File: src/rtl/apb_master_bridge.sv
// APB3 initiator: turns a valid/ready command into one SETUP/ACCESS transfer and
// returns a single-cycle response carrying read data, slave error and timeout status.
module apb_master_bridge #(
    parameter int unsigned APB_AWIDTH     = 20,
    parameter int unsigned APB_DWIDTH     = 16,
    parameter int unsigned TIMEOUT_CYCLES = 256
) (
    input  logic                  PCLK,
    input  logic                  PRESET,

    input  logic                  cmd_valid,
    output logic                  cmd_ready,
    input  logic                  cmd_write,
    input  logic [APB_AWIDTH-1:0] cmd_addr,
    input  logic [APB_DWIDTH-1:0] cmd_wdata,

    output logic                  rsp_valid,
    output logic [APB_DWIDTH-1:0] rsp_rdata,
    output logic                  rsp_err,
    output logic                  rsp_timeout,

    output logic                  PSEL,
    output logic                  PENABLE,
    output logic                  PWRITE,
    output logic [APB_AWIDTH-1:0] PADDR,
    output logic [APB_DWIDTH-1:0] PWDATA,
    input  logic [APB_DWIDTH-1:0] PRDATA,
    input  logic                  PREADY,
    input  logic                  PSLVERR
);

    localparam int unsigned CntW = (TIMEOUT_CYCLES == 0) ? 1 : $clog2(TIMEOUT_CYCLES + 1);
    localparam logic [CntW-1:0] CntLast = CntW'(TIMEOUT_CYCLES - 1);
    localparam logic [CntW-1:0] CntMax  = {CntW{1'b1}};

    // Encoding chosen so bit 0 is PSEL and bit 1 is PENABLE: both are glitch-free flop outputs
    // and SETUP->ACCESS only raises PENABLE.
    typedef enum logic [1:0] {
        StIdle   = 2'b00,
        StSetup  = 2'b01,
        StAccess = 2'b11
    } state_e;

    state_e                state_q, state_d;
    logic                  pwrite_q, pwrite_d;
    logic [APB_AWIDTH-1:0] paddr_q, paddr_d;
    logic [APB_DWIDTH-1:0] pwdata_q, pwdata_d;
    logic [CntW-1:0]       cnt_q, cnt_d;
    logic                  rsp_valid_q, rsp_valid_d;
    logic [APB_DWIDTH-1:0] rsp_rdata_q, rsp_rdata_d;
    logic                  rsp_err_q, rsp_err_d;
    logic                  rsp_timeout_q, rsp_timeout_d;

    always_comb begin
        state_d       = state_q;
        pwrite_d      = pwrite_q;
        paddr_d       = paddr_q;
        pwdata_d      = pwdata_q;
        cnt_d         = cnt_q;
        rsp_valid_d   = 1'b0;
        rsp_rdata_d   = rsp_rdata_q;
        rsp_err_d     = rsp_err_q;
        rsp_timeout_d = rsp_timeout_q;

        unique case (state_q)
            StIdle: begin
                if (cmd_valid) begin
                    state_d  = StSetup;
                    pwrite_d = cmd_write;
                    paddr_d  = cmd_addr;
                    pwdata_d = cmd_wdata;
                    cnt_d    = '0;
                end
            end
            StSetup: begin
                state_d = StAccess;
            end
            StAccess: begin
                if (PREADY) begin
                    state_d       = StIdle;
                    rsp_valid_d   = 1'b1;
                    rsp_rdata_d   = pwrite_q ? '0 : PRDATA;
                    rsp_err_d     = PSLVERR;
                    rsp_timeout_d = 1'b0;
                end else if ((TIMEOUT_CYCLES != 0) && (cnt_q == CntLast)) begin
                    state_d       = StIdle;
                    rsp_valid_d   = 1'b1;
                    rsp_rdata_d   = '0;
                    rsp_err_d     = 1'b1;
                    rsp_timeout_d = 1'b1;
                end else if (cnt_q != CntMax) begin
                    cnt_d = cnt_q + 1'b1;
                end
            end
            default: begin
                state_d = StIdle;
            end
        endcase
    end

    always_ff @(posedge PCLK or posedge PRESET) begin
        if (PRESET) begin
            state_q       <= StIdle;
            pwrite_q      <= 1'b0;
            paddr_q       <= '0;
            pwdata_q      <= '0;
            cnt_q         <= '0;
            rsp_valid_q   <= 1'b0;
            rsp_rdata_q   <= '0;
            rsp_err_q     <= 1'b0;
            rsp_timeout_q <= 1'b0;
        end else begin
            state_q       <= state_d;
            pwrite_q      <= pwrite_d;
            paddr_q       <= paddr_d;
            pwdata_q      <= pwdata_d;
            cnt_q         <= cnt_d;
            rsp_valid_q   <= rsp_valid_d;
            rsp_rdata_q   <= rsp_rdata_d;
            rsp_err_q     <= rsp_err_d;
            rsp_timeout_q <= rsp_timeout_d;
        end
    end

    assign cmd_ready   = (state_q == StIdle);
    assign PSEL        = state_q[0];
    assign PENABLE     = state_q[1];
    assign PWRITE      = pwrite_q;
    assign PADDR       = paddr_q;
    assign PWDATA      = pwdata_q;
    assign rsp_valid   = rsp_valid_q;
    assign rsp_rdata   = rsp_rdata_q;
    assign rsp_err     = rsp_err_q;
    assign rsp_timeout = rsp_timeout_q;

endmodule

File: config.mk
export PLATFORM = sky130hd
export DESIGN_NAME = apb_master_bridge
export DESIGN_NICKNAME = d
export VERILOG_FILES = /design/src/rtl/apb_master_bridge.sv
export SDC_FILE = /design/constraint.sdc
export NUM_CORES = 1
export LEC_CHECK = 0
export ABC_CLOCK_PERIOD_IN_PS = 4700
export CAP_MARGIN = 30
export CORE_AREA = 2 2 74 90
export CTS_BUF_LIST = sky130_fd_sc_hd__clkbuf_16
export CTS_CLUSTER_SIZE = 14
export DETAILED_ROUTE_END_ITERATION = 10
export DIE_AREA = 0 0 76 92
export PLACE_DENSITY_LB_ADDON = 0.08
export SYNTH_ARGS = -nofsm -noshare
export SYNTH_HDL_FRONTEND = slang
export SYNTH_SLANG_ARGS = --single-unit
File: constraint.sdc
create_clock -name PCLK -period 4.7 [get_ports PCLK]
set_input_delay 1.41 -clock PCLK [delete_from_list [all_inputs] [get_ports PCLK]]
set_output_delay 1.41 -clock PCLK [all_outputs]
set_load 0.03 [all_outputs]
Yosys cells after proc, flatten, opt, wreduce, memory -nomap -nowiden
Index checks and enable logic that the tools add are counted.
{"block": "classes", "add_sub_neg": 1, "n_eq_ne": 9, "muxes": 18, "reduce_logical": 7}
{"op": "16-bit 2-to-1 mux", "n": 3}
{"op": "9-bit 2-to-1 mux", "n": 4}
{"op": "9-bit case mux with 2 select lines", "n": 1}
{"op": "9-bit by 1-bit adder with 9-bit output, second input constant", "n": 1}
{"op": "9-bit by 8-bit == test with 1-bit output, second input constant", "n": 1}
{"op": "9-bit != test, second input constant", "n": 1}
{"op": "2-bit != test, second input constant", "n": 4}
{"op": "1-bit 2-to-1 mux", "n": 6}
{"op": "2-bit 2-to-1 mux", "n": 3}
{"op": "2-bit case mux with 3 select lines", "n": 1}
{"op": "2-bit AND reduction", "n": 3}
{"op": "5-bit AND reduction", "n": 1}
{"op": "2-bit nonzero test", "n": 2}
{"op": "3-bit != test, second input constant", "n": 1}
{"op": "2-bit by 1-bit == test with 1-bit output, second input constant", "n": 1}
{"op": "2-bit == test, second input constant", "n": 1}
{"op": "2-bit logical NOT", "n": 1}
{"block": "word_totals", "ff_bits": 67, "input_bits": 58, "output_inout_bits": 59, "word_cells": 44}

Longest topological paths before layout
{"block": "depth", "word_depth": 5, "depth_mapped": 10, "depth_no_buf": 9}

Worst setup path before layout
OpenSTA, ideal clock, no wires.
{"block": "synth_path", "kind": "register -> output", "start": "register state_q[0]", "end": "output port cmd_ready", "arrival_ns": 1.102, "slack_ns": 2.188, "stages_incl_launch_ff": 3, "n_path_buf": 1, "path_cell_list": "dfrtp_1 -> buf_4 -> nor2_1"}
{"block": "synth_between", "elab_chain_cells": 1}
{"item": "start, declared", "line": "44", "text": "state_e state_q, state_d;"}
{"item": "start signal, assigned", "line": "103", "text": "state_q <= StIdle;"}
{"item": "start signal, assigned", "line": "113", "text": "state_q <= state_d;"}
{"item": "2-bit logical NOT", "line": "125", "text": "assign cmd_ready = (state_q == StIdle);"}
{"item": "end, declared", "line": "12", "text": "output logic cmd_ready,"}
Every way passes these cells.

Final worst setup path
Same ends and word-level chain as after synthesis.

==> impl_results.rst <==
.. list-table::
   :header-rows: 1

   * - Metric
     - Value
   * - Run status
     - finished, final reports clean
   * - Worst R2R Path Depth
     - 9
   * - RD Place Congestion
     - 0.7406
   * - Number of buffers on the longest clock path
     - 2
   * - Starting density of the core
     - between 40% and 50%
   * - Leading cell types by total area after synthesis
     - sky130_fd_sc_hd__dfrtp_1 (63%), sky130_fd_sc_hd__nand2_1 (17%), sky130_fd_sc_hd__a22o_1 (5.6%)
   * - Required @ worst endpoint
     - about 3.3 ns
   * - Number of antenna violations at the first check in global routing
     - 0
   * - Clock transition at path regs
     - approximately 0.050 ns
   * - Worst-path fanout max
     - 10
   * - Element type at the critical path start
     - flip-flop
   * - H-Tree Level Count
     - 3
   * - Least-Margin Pin Slew
     - a little under 0.8 ns
   * - Pin count of the biggest net entering global routing
     - 46
   * - Hold Crit Start
     - PADDR[14]$_DFFE_PP0P_
   * - PostCTS Resize Cnt
     - 0
   * - Vias per cell
     - approximately 4.7
   * - Endpoints failing setup
     - 0
   * - Standard-cell rows
     - 32
   * - Critical R2R Launch
     - cnt_q[0]$_DFFE_PP0P_
   * - Unrepaired setup endpoints after global routing
     - no
   * - Period utilisation layout
     - 65.74%
   * - HPWL after detailed placement
     - 4.554 mm
   * - Count leader, synth
     - sky130_fd_sc_hd__nand2_1
   * - Setup TNS Final
     - 0 ns
   * - Sequential cell area fraction in the yosys report
     - 62.88%
   * - Number of global-route vias before repair
     - ~2,200
   * - Peak supply drop
     - approximately 0.38 mV
   * - Area growth from synthesis to layout
     - 55.47%
   * - Number of antenna repair diodes
     - 0
   * - Final hold violations
     - 0
   * - Clk root buf
     - sky130_fd_sc_hd__clkbuf_16
   * - Residual overflow from global routing
     - 0
   * - Share of final-layout standard cells stronger than drive strength 1
     - 5.426%
   * - Setup bufs post-CTS
     - 0
   * - Total number of vias
     - 2,227
   * - Power per Cell Area
     - a little over 700 nW/µm²
   * - Detail Route Antenna Nets
     - 0
   * - Leakage power total
     - 1.997 nW
   * - Number of flops mapped to enable cells by yosys
     - 0
   * - Fraction of post-synthesis cell area in the top cell type by area
     - ~63%
   * - Shortest clock period the worst path allows after layout
     - around 3.1 ns
   * - Wire length of the first global-routing pass
     - between 10 and 15 mm
   * - Total nets after synthesis
     - between 300 and 400
   * - Post-synthesis average cell area
     - about 10 µm²
   * - Reg2Reg Capture Point
     - rsp_err$_DFFE_PP0P_
   * - Number of max-cap violations
     - 0
   * - Post-synth top area cell
     - sky130_fd_sc_hd__dfrtp_1
   * - Number of primary I/O pins
     - around 120
   * - Signal arrival time at the worst endpoint
     - ~1.7 ns
   * - DR DRC count
     - 0
   * - Flop2flop setup slack
     - about 2.2 ns
   * - Class of the most critical hold timing path
     - flip-flop to flip-flop
   * - Hold buffer count at cts
     - 0
   * - Min setup slack post-route
     - between 1.5 and 2 ns
   * - Async set or reset register ratio after synthesis
     - between 90% and 100%
   * - Class of the most critical setup path
     - flip-flop to primary output
   * - Worst slack after detailed placement
     - 1.472 ns
   * - Global-route usage over all layers
     - about a fifth
   * - Clk_lat worst skew
     - roughly 0.31 ns
   * - Yosys warning count
     - 0
   * - Vertical die dimension
     - between 90 and 100 µm
   * - Fin nets
     - ~440
   * - Number of I/O port buffers
     - 116
   * - Total power after layout
     - around 3 mW
   * - DRC marker count from the first detailed-route iteration
     - between 100 and 150
   * - Number of distinct standard cells referenced by the synthesized netlist
     - 31
   * - Cell area after synthesis
     - 2666 µm²
   * - Number of buffers created by CTS
     - 9
   * - Category of the worst setup path capture point
     - primary output
   * - End of the worst hold path
     - PADDR[14]$_DFFE_PP0P_
   * - Skew final
     - ~0.0062 ns
   * - Synth cell count leaders
     - sky130_fd_sc_hd__nand2_1 (119), sky130_fd_sc_hd__dfrtp_1 (67), sky130_fd_sc_hd__a22o_1 (17)
   * - Clock tree from TritonCTS
     - yes
   * - Clock Sinks
     - 67
   * - Hold Path Stages
     - 2
   * - Wire per inst
     - 13.62 µm
   * - Prevailing post-synth register cell
     - sky130_fd_sc_hd__dfrtp_1
   * - Core region area
     - 6206 µm²
   * - Post-synthesis cell count
     - ~260
   * - Synth Register Bits
     - 67
   * - Number of max-slew violations in the final report
     - 0
   * - Total iterations of the first detailed-routing run
     - 4
   * - Fmax
     - 323.7 MHz
   * - Width of the die
     - between 70 and 80 µm
   * - Worst slew slack as a fraction of its limit
     - a little under half
   * - Die Outline Area
     - 6992 µm²
   * - WL final
     - 6.428 mm
power breakdown:
part / switching (mW) / leakage, nW / total (mW) / internal [mW]
combinational: 0.827 / 1.01 / 1.43 / 0.606
sequential: 0.161 / 0.850 / 0.987 / 0.826
clock: 0.216 / 0.138 / 0.560 / 0.344
layout by cell type (no fill, tap or decap):
cell | synthesis | final
sky130_fd_sc_hd__nor2_2 | 1 | 1
sky130_fd_sc_hd__and4bb_2 | 1 | 1
sky130_fd_sc_hd__nand4_1 | 1 | 1
sky130_fd_sc_hd__inv_2 | 0 | 1
sky130_fd_sc_hd__and2_4 | 1 | 1
sky130_fd_sc_hd__and4_1 | 1 | 1
sky130_fd_sc_hd__a31oi_1 | 3 | 3
sky130_fd_sc_hd__nand2_2 | 1 | 1
sky130_fd_sc_hd__nor2_1 | 4 | 4
sky130_fd_sc_hd__o21ai_0 | 5 | 5
sky130_fd_sc_hd__clkbuf_16 | 0 | 9
sky130_fd_sc_hd__nand3b_1 | 1 | 1
sky130_fd_sc_hd__and3_1 | 3 | 3
sky130_fd_sc_hd__a21oi_1 | 2 | 2
sky130_fd_sc_hd__o22a_1 | 1 | 1
sky130_fd_sc_hd__a22o_1 | 17 | 17
sky130_fd_sc_hd__mux2i_1 | 2 | 2
sky130_fd_sc_hd__nand3_1 | 5 | 5
sky130_fd_sc_hd__o31ai_1 | 1 | 1
sky130_fd_sc_hd__o21a_1 | 1 | 1
sky130_fd_sc_hd__inv_1 | 5 | 7
sky130_fd_sc_hd__buf_4 | 2 | 4
sky130_fd_sc_hd__nor3_1 | 1 | 1
sky130_fd_sc_hd__nor3b_4 | 0 | 1
sky130_fd_sc_hd__clkinv_2 | 0 | 2
sky130_fd_sc_hd__nand2_1 | 119 | 119
sky130_fd_sc_hd__o211ai_1 | 1 | 1
sky130_fd_sc_hd__clkdlybuf4s50_1 | 0 | 116
sky130_fd_sc_hd__a21o_1 | 2 | 2
sky130_fd_sc_hd__dfrtp_1 | 67 | 67
sky130_fd_sc_hd__or2_1 | 1 | 1
sky130_fd_sc_hd__clkinv_1 | 0 | 2
sky130_fd_sc_hd__ha_1 | 3 | 3
metal layers:
layer / vias to the layer above / share of wire [%] / wire length, µm / global-route usage [%]
met5: - / 0 / 0 / 0
met4: 0 / 1.6 / 103 / 8.636
met2: 90 / 46 / 2949 / 30.06
met1: 1030 / 45 / 2861 / 25.52
met3: 10 / 8.0 / 514 / 6.004
li1: 1097 / - / - / -
registers in the layout, summed over array words and instances, names as in the netlist:
name / flops
cnt_q: 9
rsp_rdata: 16
PWDATA: 16
rsp_err: 1
PWRITE: 1
PADDR: 20
rsp_valid: 1
rsp_timeout: 1
state_q: 2
how the worst max path moves through the flow:
stage / from / endpoint / slack, ns / cells past startpoint
finish: state_q[0]$_DFFE_PP0P_ / cmd_ready / 1.61 / 2
global route: state_q[0]$_DFFE_PP0P_ / cmd_ready / 1.57 / 2
CTS: state_q[0]$_DFFE_PP0P_ / cmd_ready / 1.58 / 2
detailed placement: cmd_valid / PWDATA[0]$_DFFE_PP0P_ / 1.47 / 5
global placement: cmd_valid / PWDATA[12]$_DFFE_PP0P_ / 1.50 / 5
floorplan: PRESET / PADDR[0]$_DFFE_PP0P_ / 1.61 / 1
through the flow:
| step | util [%] | instances | hold WS [ns] | cell area, µm² |
|---|---|---|---|---|
| after floorplan | - | 264 | 0.4447 | 2666 |
| final | 66.79 | 472 | 0.4705 | 4145 |
| after detailed placement | 62.70 | 456 | 0.4621 | 3891 |
| after global routing | 66.79 | 472 | 0.4947 | 4145 |
| after CTS | 66.79 | 472 | 0.4748 | 4145 |
| after global placement | 62.70 | 456 | 0.4569 | 3891 |
layout make-up:
cell class,instances,area (µm²)
fillers,509,2061
flip-flops and latches,67,1677
repair buffers,120,1191
multi-input cells,179,898.4
clock buffers,9,225.2
well taps,85,106.4
clock inverters,7,28.78
inverters,5,18.77
logic make-up after synthesis:
family,count (synthesis),synth area share (%)
buf+inv,18,3.660
fa+ha+maj,3,1.408
compound gates,33,9.338
mux,2,0.7509
flops,67,62.88
simple gates,141,21.96
worst max-delay path: stages, from the launching register on:
cell and delay [ns]:
sky130_fd_sc_hd__dfrtp_1 0.49, sky130_fd_sc_hd__nor2_1 0.17, sky130_fd_sc_hd__clkdlybuf4s50_1 0.70
No activity file was read; power rests on OpenSTA's default activity.
